$ cat src/rtl/dmac_pkg.sv
// Shared types and encodings for the dmac single-channel DMA controller.
// Optional auto-initialise behaviour is selected with DMAC_AUTOINIT_EN.
package dmac_pkg;

  typedef enum logic [2:0] {
    ST_IDLE  = 3'd0,
    ST_REQ   = 3'd1,
    ST_READ  = 3'd2,
    ST_WRITE = 3'd3,
    ST_NEXT  = 3'd4,
    ST_DONE  = 3'd5
  } state_e;

  // MODE register as stored; bits 6:5 are reserved and not kept.
  typedef struct packed {
    logic       en;
    logic       dec;
    logic [1:0] xfer;
    logic [1:0] dir;
  } mode_t;

  localparam logic [1:0] SEL_MODE   = 2'b00;
  localparam logic [1:0] SEL_COUNT  = 2'b01;
  localparam logic [1:0] SEL_ADDR   = 2'b11;

  localparam logic [1:0] DIR_IO2MEM = 2'b01;
  localparam logic [1:0] DIR_MEM2IO = 2'b10;

  localparam logic [1:0] XFER_STEAL = 2'b01;
  localparam logic [1:0] XFER_TRANS = 2'b10;

  function automatic logic dir_valid(input logic [1:0] dir);
    return (dir == DIR_IO2MEM) || (dir == DIR_MEM2IO);
  endfunction

endpackage

$ cat src/rtl/dmac_regs.sv
// dmac register file: MODE, COUNT, ADDR and their per-byte update.
// With DMAC_AUTOINIT_EN, COUNT/ADDR writes are mirrored into reload shadows.
module dmac_regs
  import dmac_pkg::*;
#(
  parameter int AW = 16
) (
  input  logic          clk,
  input  logic          rst_n,
  input  logic          wr_en,
  input  logic [1:0]    sel,
  input  logic [AW-1:0] wdata,
  input  logic          step,
  input  logic          clr_en,
`ifdef DMAC_AUTOINIT_EN
  input  logic          reload,
`endif
  output mode_t         mode_r,
  output logic [AW-1:0] count_r,
  output logic [AW-1:0] addr_nxt_s
);

  localparam logic [AW-1:0] ONE = {{(AW-1){1'b0}}, 1'b1};

  mode_t         mode_nxt_s;
  logic [AW-1:0] count_nxt_s;
  logic [AW-1:0] addr_r;
`ifdef DMAC_AUTOINIT_EN
  logic [AW-1:0] count_sh_r;
  logic [AW-1:0] addr_sh_r;
`endif

  // Next value of each register: CPU write first, then per-byte step or reload
  always_comb begin
    mode_nxt_s  = mode_r;
    count_nxt_s = count_r;
    addr_nxt_s  = addr_r;
    if (wr_en && (sel == SEL_MODE)) begin
      mode_nxt_s = '{en: wdata[7], dec: wdata[4], xfer: wdata[3:2], dir: wdata[1:0]};
    end else if (clr_en) begin
      mode_nxt_s.en = 1'b0;
    end else begin
      mode_nxt_s = mode_r;
    end
    if (wr_en && (sel == SEL_COUNT)) begin
      count_nxt_s = wdata;
    end else if (step) begin
      count_nxt_s = count_r - ONE;
`ifdef DMAC_AUTOINIT_EN
    end else if (reload) begin
      count_nxt_s = count_sh_r;
`endif
    end else begin
      count_nxt_s = count_r;
    end
    if (wr_en && (sel == SEL_ADDR)) begin
      addr_nxt_s = wdata;
    end else if (step) begin
      addr_nxt_s = mode_r.dec ? (addr_r - ONE) : (addr_r + ONE);
`ifdef DMAC_AUTOINIT_EN
    end else if (reload) begin
      addr_nxt_s = addr_sh_r;
`endif
    end else begin
      addr_nxt_s = addr_r;
    end
  end

  // Register state
  always_ff @(posedge clk) begin
    if (!rst_n) begin
      mode_r  <= '{en: 1'b0, dec: 1'b0, xfer: 2'b00, dir: 2'b00};
      count_r <= {AW{1'b0}};
      addr_r  <= {AW{1'b0}};
    end else begin
      mode_r  <= mode_nxt_s;
      count_r <= count_nxt_s;
      addr_r  <= addr_nxt_s;
    end
  end

`ifdef DMAC_AUTOINIT_EN
  // Shadow copies restored on terminal count
  always_ff @(posedge clk) begin
    if (!rst_n) begin
      count_sh_r <= {AW{1'b0}};
      addr_sh_r  <= {AW{1'b0}};
    end else begin
      if (wr_en && (sel == SEL_COUNT)) count_sh_r <= wdata;
      if (wr_en && (sel == SEL_ADDR))  addr_sh_r  <= wdata;
    end
  end
`endif

endmodule

$ cat src/rtl/dmac.sv
// dmac top: transfer FSM, bus handshakes and strobe decode, all outputs registered.
// Define DMAC_AUTOINIT_EN to reload COUNT/ADDR and re-arm on terminal count.
module dmac
  import dmac_pkg::*;
#(
  parameter int AW = 16,
  parameter int DW = 8
) (
  input  logic          CLK,
  input  logic          RST,
  input  logic          DREQ,
  input  logic          RDY,
  input  logic          HLDA,
  input  logic          BG,
  input  logic          REGW,
  input  logic [1:0]    REGSEL,
  input  logic [AW-1:0] Setup,
  input  logic [DW-1:0] Data_in,
  output logic          HLD,
  output logic          DACK,
  output logic          MEMR,
  output logic          MEMW,
  output logic          IOR,
  output logic          IOW,
  output logic          EOP,
  output logic [AW-1:0] Addrbus,
  output logic [DW-1:0] Data_out
);

  state_e        state_r, next_s;
  mode_t         mode_r;
  logic [AW-1:0] count_r, addr_nxt_s;
  logic [DW-1:0] buf_r, buf_nxt_s;
  logic          wr_en_s, step_s, clr_en_s, go_s, zero_s, last_s, bus_s;
  logic          hld_s, memr_s, memw_s, ior_s, iow_s, eop_s;
  logic [AW-1:0] addr_out_s;
  logic [DW-1:0] data_out_s;

  assign wr_en_s = REGW && ((state_r == ST_IDLE) || (state_r == ST_DONE));
  assign step_s  = (state_r == ST_NEXT);
  // A pending CPU write holds off a new start so MODE never changes under a live transfer.
  assign go_s    = !REGW && mode_r.en && dir_valid(mode_r.dir);
  assign zero_s  = (count_r == {AW{1'b0}});
  assign last_s  = (count_r == {{(AW-1){1'b0}}, 1'b1});
`ifdef DMAC_AUTOINIT_EN
  assign clr_en_s = 1'b0;
`else
  assign clr_en_s = (state_r == ST_DONE);
`endif

  dmac_regs #(.AW(AW)) u_regs (
    .clk        (CLK),
    .rst_n      (RST),
    .wr_en      (wr_en_s),
    .sel        (REGSEL),
    .wdata      (Setup),
    .step       (step_s),
    .clr_en     (clr_en_s),
`ifdef DMAC_AUTOINIT_EN
    .reload     (state_r == ST_DONE),
`endif
    .mode_r     (mode_r),
    .count_r    (count_r),
    .addr_nxt_s (addr_nxt_s)
  );

  // Next-state selection
  always_comb begin
    next_s = state_r;
    case (state_r)
      ST_IDLE: begin
        if (!go_s)                          next_s = ST_IDLE;
        else if (zero_s)                    next_s = ST_DONE;
        else if (!DREQ)                     next_s = ST_IDLE;
        else if (mode_r.xfer == XFER_TRANS) next_s = BG ? ST_READ : ST_IDLE;
        else                                next_s = ST_REQ;
      end
      ST_REQ:   next_s = (HLDA && DREQ) ? ST_READ : ST_REQ;
      ST_READ:  next_s = RDY ? ST_WRITE : ST_READ;
      ST_WRITE: next_s = RDY ? ST_NEXT : ST_WRITE;
      ST_NEXT: begin
        if (last_s) begin
          next_s = ST_DONE;
        end else begin
          case (mode_r.xfer)
            XFER_TRANS, XFER_STEAL: next_s = ST_IDLE;
            default:                next_s = (DREQ && HLDA) ? ST_READ : ST_REQ;
          endcase
        end
      end
`ifdef DMAC_AUTOINIT_EN
      ST_DONE:  next_s = ST_IDLE;
`else
      ST_DONE:  next_s = REGW ? ST_IDLE : ST_DONE;
`endif
      default:  next_s = ST_IDLE;
    endcase
  end

  // Output values decoded from the state being entered
  always_comb begin
    memr_s = 1'b0;
    memw_s = 1'b0;
    ior_s  = 1'b0;
    iow_s  = 1'b0;
    case (next_s)
      ST_READ: begin
        ior_s  = (mode_r.dir == DIR_IO2MEM);
        memr_s = (mode_r.dir == DIR_MEM2IO);
      end
      ST_WRITE: begin
        memw_s = (mode_r.dir == DIR_IO2MEM);
        iow_s  = (mode_r.dir == DIR_MEM2IO);
      end
      default: begin
        memr_s = 1'b0;
        iow_s  = 1'b0;
      end
    endcase
    buf_nxt_s  = ((state_r == ST_READ) && RDY) ? Data_in : buf_r;
    bus_s      = (next_s == ST_READ) || (next_s == ST_WRITE);
    hld_s      = (next_s inside {ST_REQ, ST_READ, ST_WRITE, ST_NEXT}) &&
                 (mode_r.xfer != XFER_TRANS);
    eop_s      = (next_s == ST_DONE);
    addr_out_s = bus_s ? addr_nxt_s : {AW{1'b0}};
    data_out_s = (next_s == ST_WRITE) ? buf_nxt_s : {DW{1'b0}};
  end

  // State, data buffer and registered outputs
  always_ff @(posedge CLK) begin
    if (!RST) begin
      state_r  <= ST_IDLE;
      buf_r    <= {DW{1'b0}};
      HLD      <= 1'b0;
      DACK     <= 1'b0;
      MEMR     <= 1'b0;
      MEMW     <= 1'b0;
      IOR      <= 1'b0;
      IOW      <= 1'b0;
      EOP      <= 1'b0;
      Addrbus  <= {AW{1'b0}};
      Data_out <= {DW{1'b0}};
    end else begin
      state_r  <= next_s;
      buf_r    <= buf_nxt_s;
      HLD      <= hld_s;
      DACK     <= bus_s;
      MEMR     <= memr_s;
      MEMW     <= memw_s;
      IOR      <= ior_s;
      IOW      <= iow_s;
      EOP      <= eop_s;
      Addrbus  <= addr_out_s;
      Data_out <= data_out_s;
    end
  end

endmodule

$ cat config.mk
export PLATFORM = sky130hd
export DESIGN_NAME = dmac
export DESIGN_NICKNAME = d
export VERILOG_FILES = /design/src/rtl/dmac_pkg.sv /design/src/rtl/dmac_regs.sv /design/src/rtl/dmac.sv
export SDC_FILE = /design/constraint.sdc
export NUM_CORES = 1
export LEC_CHECK = 0
export CORE_ASPECT_RATIO = 1.4
export CORE_UTILIZATION = 50
export DETAILED_ROUTE_END_ITERATION = 6
export PLACE_DENSITY = 0.87
export SETUP_SLACK_MARGIN = 0.02
export SYNTH_ARGS = -nofsm -noshare
export SYNTH_HDL_FRONTEND = slang
export SYNTH_SLANG_ARGS = --single-unit
$ cat constraint.sdc
create_clock -name CLK -period 3.04 [get_ports CLK]
set_clock_uncertainty 0.05 [all_clocks]
set_input_delay 0.608 -clock CLK [delete_from_list [all_inputs] [get_ports CLK]]
set_output_delay 0.608 -clock CLK [all_outputs]
set_load 0.02 [all_outputs]
==> impl_results.md <==
* Mapped Nets at 545
* Post-synth top flop: dfxtp_1
* Max-cap violations at 0
* Most common cell in the netlist: dfxtp_1
* YS warnings at 0
* Tightest Pin Transition at 0.722 ns
* Sw frac at 0.255
* Full die area at 0.00853 mm^2
* Synth cell types at 64
* VDD IR max at 0.378 mV
* Critical Path RT at 3.26 ns
* EDFF count, synth at 0
* Total number of vias at 3,957
* 1st-iter DRT viols at 269
* WS Path Type: reg2reg
* Setup bufs post-CTS at 0
* Drt pass-1 iters at 7
* Tcrit/Tclk final at 0.875
* Status: complete, no violations
* CP Cell Sequence: ha_1 > a21o_1 > a31oi_1 > a211oi_1 > o21ai_0 > mux2_2 > a211oi_1
* Clock latency on the worst-skew pair at 0.36 ns
* Mapped cell area at 0.00408 mm^2
* Area Growth Syn to Fin at 23.5%
* # setup viols final at 0
* Most frequent CP cell: a211oi_1
* Cells after synthesis at 491
* Routed wire length at 11,200 um
* Top delay family on crit path: compound AO/OA/AOI/OAI gates
* CORE AREA at 0.00785 mm^2
* TritonCTS clock tree: done
* Syn Area/Cell at 8.31 um^2
* First-pass GRT wire length at 18,100 um
* Num CTS Buffers at 9
* Clock Root Buffer: clkbuf_8
* Antenna-violating nets left at 0
* Combinational share of power at 0.112
* DRC Markers at 0
* Slew Limit Fails at 0
* Min Tclk post-route at 2.66 ns
* Setup WS post-layout at 0.379 ns
* Met1 usage in global routing at 0.298
* Buf+Inv Stages, Crit Path at 0
* Slowest stage cell, crit path: dfxtp_1
* Area leader, netlist: dfxtp_1
* CP peak stage delay at 0.45 ns
* Port buffer count at 63
* DR vias/cell at 6.00
* Clk buf depth at 2
* Initial Util at 0.520
* Sequential Power Share at 0.514
* # rows at 38
* Gpl congestion at 0.912
* Top cells by area, synth: dfxtp_1, nor2_1, ha_1
* Leakage dissipation at 1.99 nW
* Gr busiest metal: met2
* Ys async rst share at 0
* Slew HR at 0.517
* IO Count at 64
* Antenna violations before repair at 0
* Die H at 109 um
* DP Wirelength at 8140 um
* Global routing usage on met2 at 0.491
* Cts hold-fix bufs at 0
* Ratio of cells with drive above 1 in the final layout at 0.0751
* Die Wd at 78.3 um
* Crit path DAT at 2.88 ns
* Internal at 1.57 mW
* Layout Nets at 608
* CTS resizes at 0
* Commonest cells in the netlist: dfxtp_1, nor2_1, nand2_1, a21oi_1, o21ai_0
* Total negative slack at 0 ns
* #FFs+latches synth at 80
* DR WL/cell at 17.0 um
* F_max at 376 MHz
* Switching power at 0.538 mW
* Min-Delay Path Class: reg2reg
* Power Density at 419 mW/mm^2
* Pin count of the biggest net entering global routing at 24
* H-tree depth at 3
* Seq/Total Area, Yosys at 0.393
* Critical Path Fanout Max at 6
* R2r setup slk at 0.38 ns
* Clk pwr share at 0.374
* # clock sinks at 80
* CP Launch Type: flop
* CTS clk-pin slew, worst paths at 0.08 ns
* Overall Power at 2.11 mW
* Grt ovf at 0
* Final Hold Fails at 0
* Diodes inserted at 0
* M3 GR Usage at 0.0536
* Crit. End Element: flop
* Number of global-route vias before repair at 3,860
* Yosys top cell area share at 0.393
* Worst hold margin at 0.433 ns
* RSZ-0062 raised after global routing: no
* Total track usage at 0.276
* Pre-CTS setup slack at 0.0573 ns
## cell usage in the layout, fill, tap and decap left out, types with 3 or more instances in the layout
master	Yosys	layout
or4_1	4	4
or3_1	7	7
nand2_1	46	46
and2_1	6	6
o21ai_0	21	21
mux2i_1	16	16
a21o_1	13	13
nor2b_1	5	5
and3_1	4	4
nor2_1	74	74
nand4_1	3	3
a221oi_1	3	3
xor2_1	5	5
buf_4	1	13
nor3_1	12	12
a311oi_1	3	3
inv_1	14	14
a22oi_1	4	4
dfxtp_1	80	80
a211oi_1	10	10
a31oi_1	8	8
ha_1	20	20
nand3_1	13	13
a21oi_1	42	42
o211ai_1	4	4
clkdlybuf4s50_1	0	63
nand2b_1	3	3
clkbuf_8	0	10
## worst paths after layout
check	start	to	cells after the start
worst max-delay path	u_regs.mode_r[4]	u_regs.addr_r[13]	7
worst min-delay path	u_regs.count_r[7]	u_regs.count_r[7]	2
worst max register to register	u_regs.mode_r[4]	u_regs.addr_r[13]	7
worst min register to register	u_regs.count_r[7]	u_regs.count_r[7]	2
## layout make-up
class / count / area, um^2
clock buffers: 11 / 141
clock inverters: 5 / 56.3
fillers: 660 / 2810
inverters: 15 / 56.3
multi-input cells: 372 / 2330
flip-flops and latches: 80 / 1600
well taps: 100 / 125
repair buffers: 76 / 728
## metal layers
layer | wire [um] | up-vias
met5 | 0 | -
met4 | 540 | 0
met3 | 657 | 49
met2 | 5670 | 174
met1 | 4330 | 1838
li1 | - | 1896
## flip-flops by register name, indices dropped and copies added (netlist names)
| register | cells |
|---|---|
| Addrbus | 16 |
| u_regs.addr_r | 16 |
| u_regs.count_r | 16 |
| Data_out | 8 |
| buf_r | 8 |
| u_regs.mode_r | 6 |
| state_r | 3 |
| DACK | 1 |
| EOP | 1 |
| HLD | 1 |
| IOR | 1 |
| IOW | 1 |
| MEMR | 1 |
| MEMW | 1 |
## cells by family after synthesis
kind of cell               Yosys count  synth area share
buffers and inverters               39            0.0380
xor gates and xnor gates             7            0.0150
adders and majority gates           21            0.0662
muxes                               18            0.0448
DFF                                 80             0.393
AOI/OAI and AO/OA                  131             0.210
and+or+nand+nor                    195             0.234
## power by group through the flow
stage / clock network [mW] / registers, mW / logic, mW
5_1_grt: 0.855 / 1.09 / 0.256
2_1_floorplan: 0 / 1.11 / 0.135
4_1_cts: 0.801 / 1.08 / 0.234
3_3_place_gp: 0 / 1.11 / 0.225
6_report: 0.791 / 1.08 / 0.237
3_5_place_dp: 0 / 1.11 / 0.231
## stage by stage
stage	utilization	std cells	cell area, um^2
after detailed placement	0.617	643	4840
after CTS	0.642	659	5040
after global routing	0.642	659	5040
after floorplan	-	491	4080
after global placement	0.617	643	4840
final	0.642	659	5040
## worst min-delay path: stages (launching register included)
cell and delay (ns):
dfxtp_1 0.33, nand2_1 0.06, a21oi_1 0.05
Power figures use the tool's default switching activity.
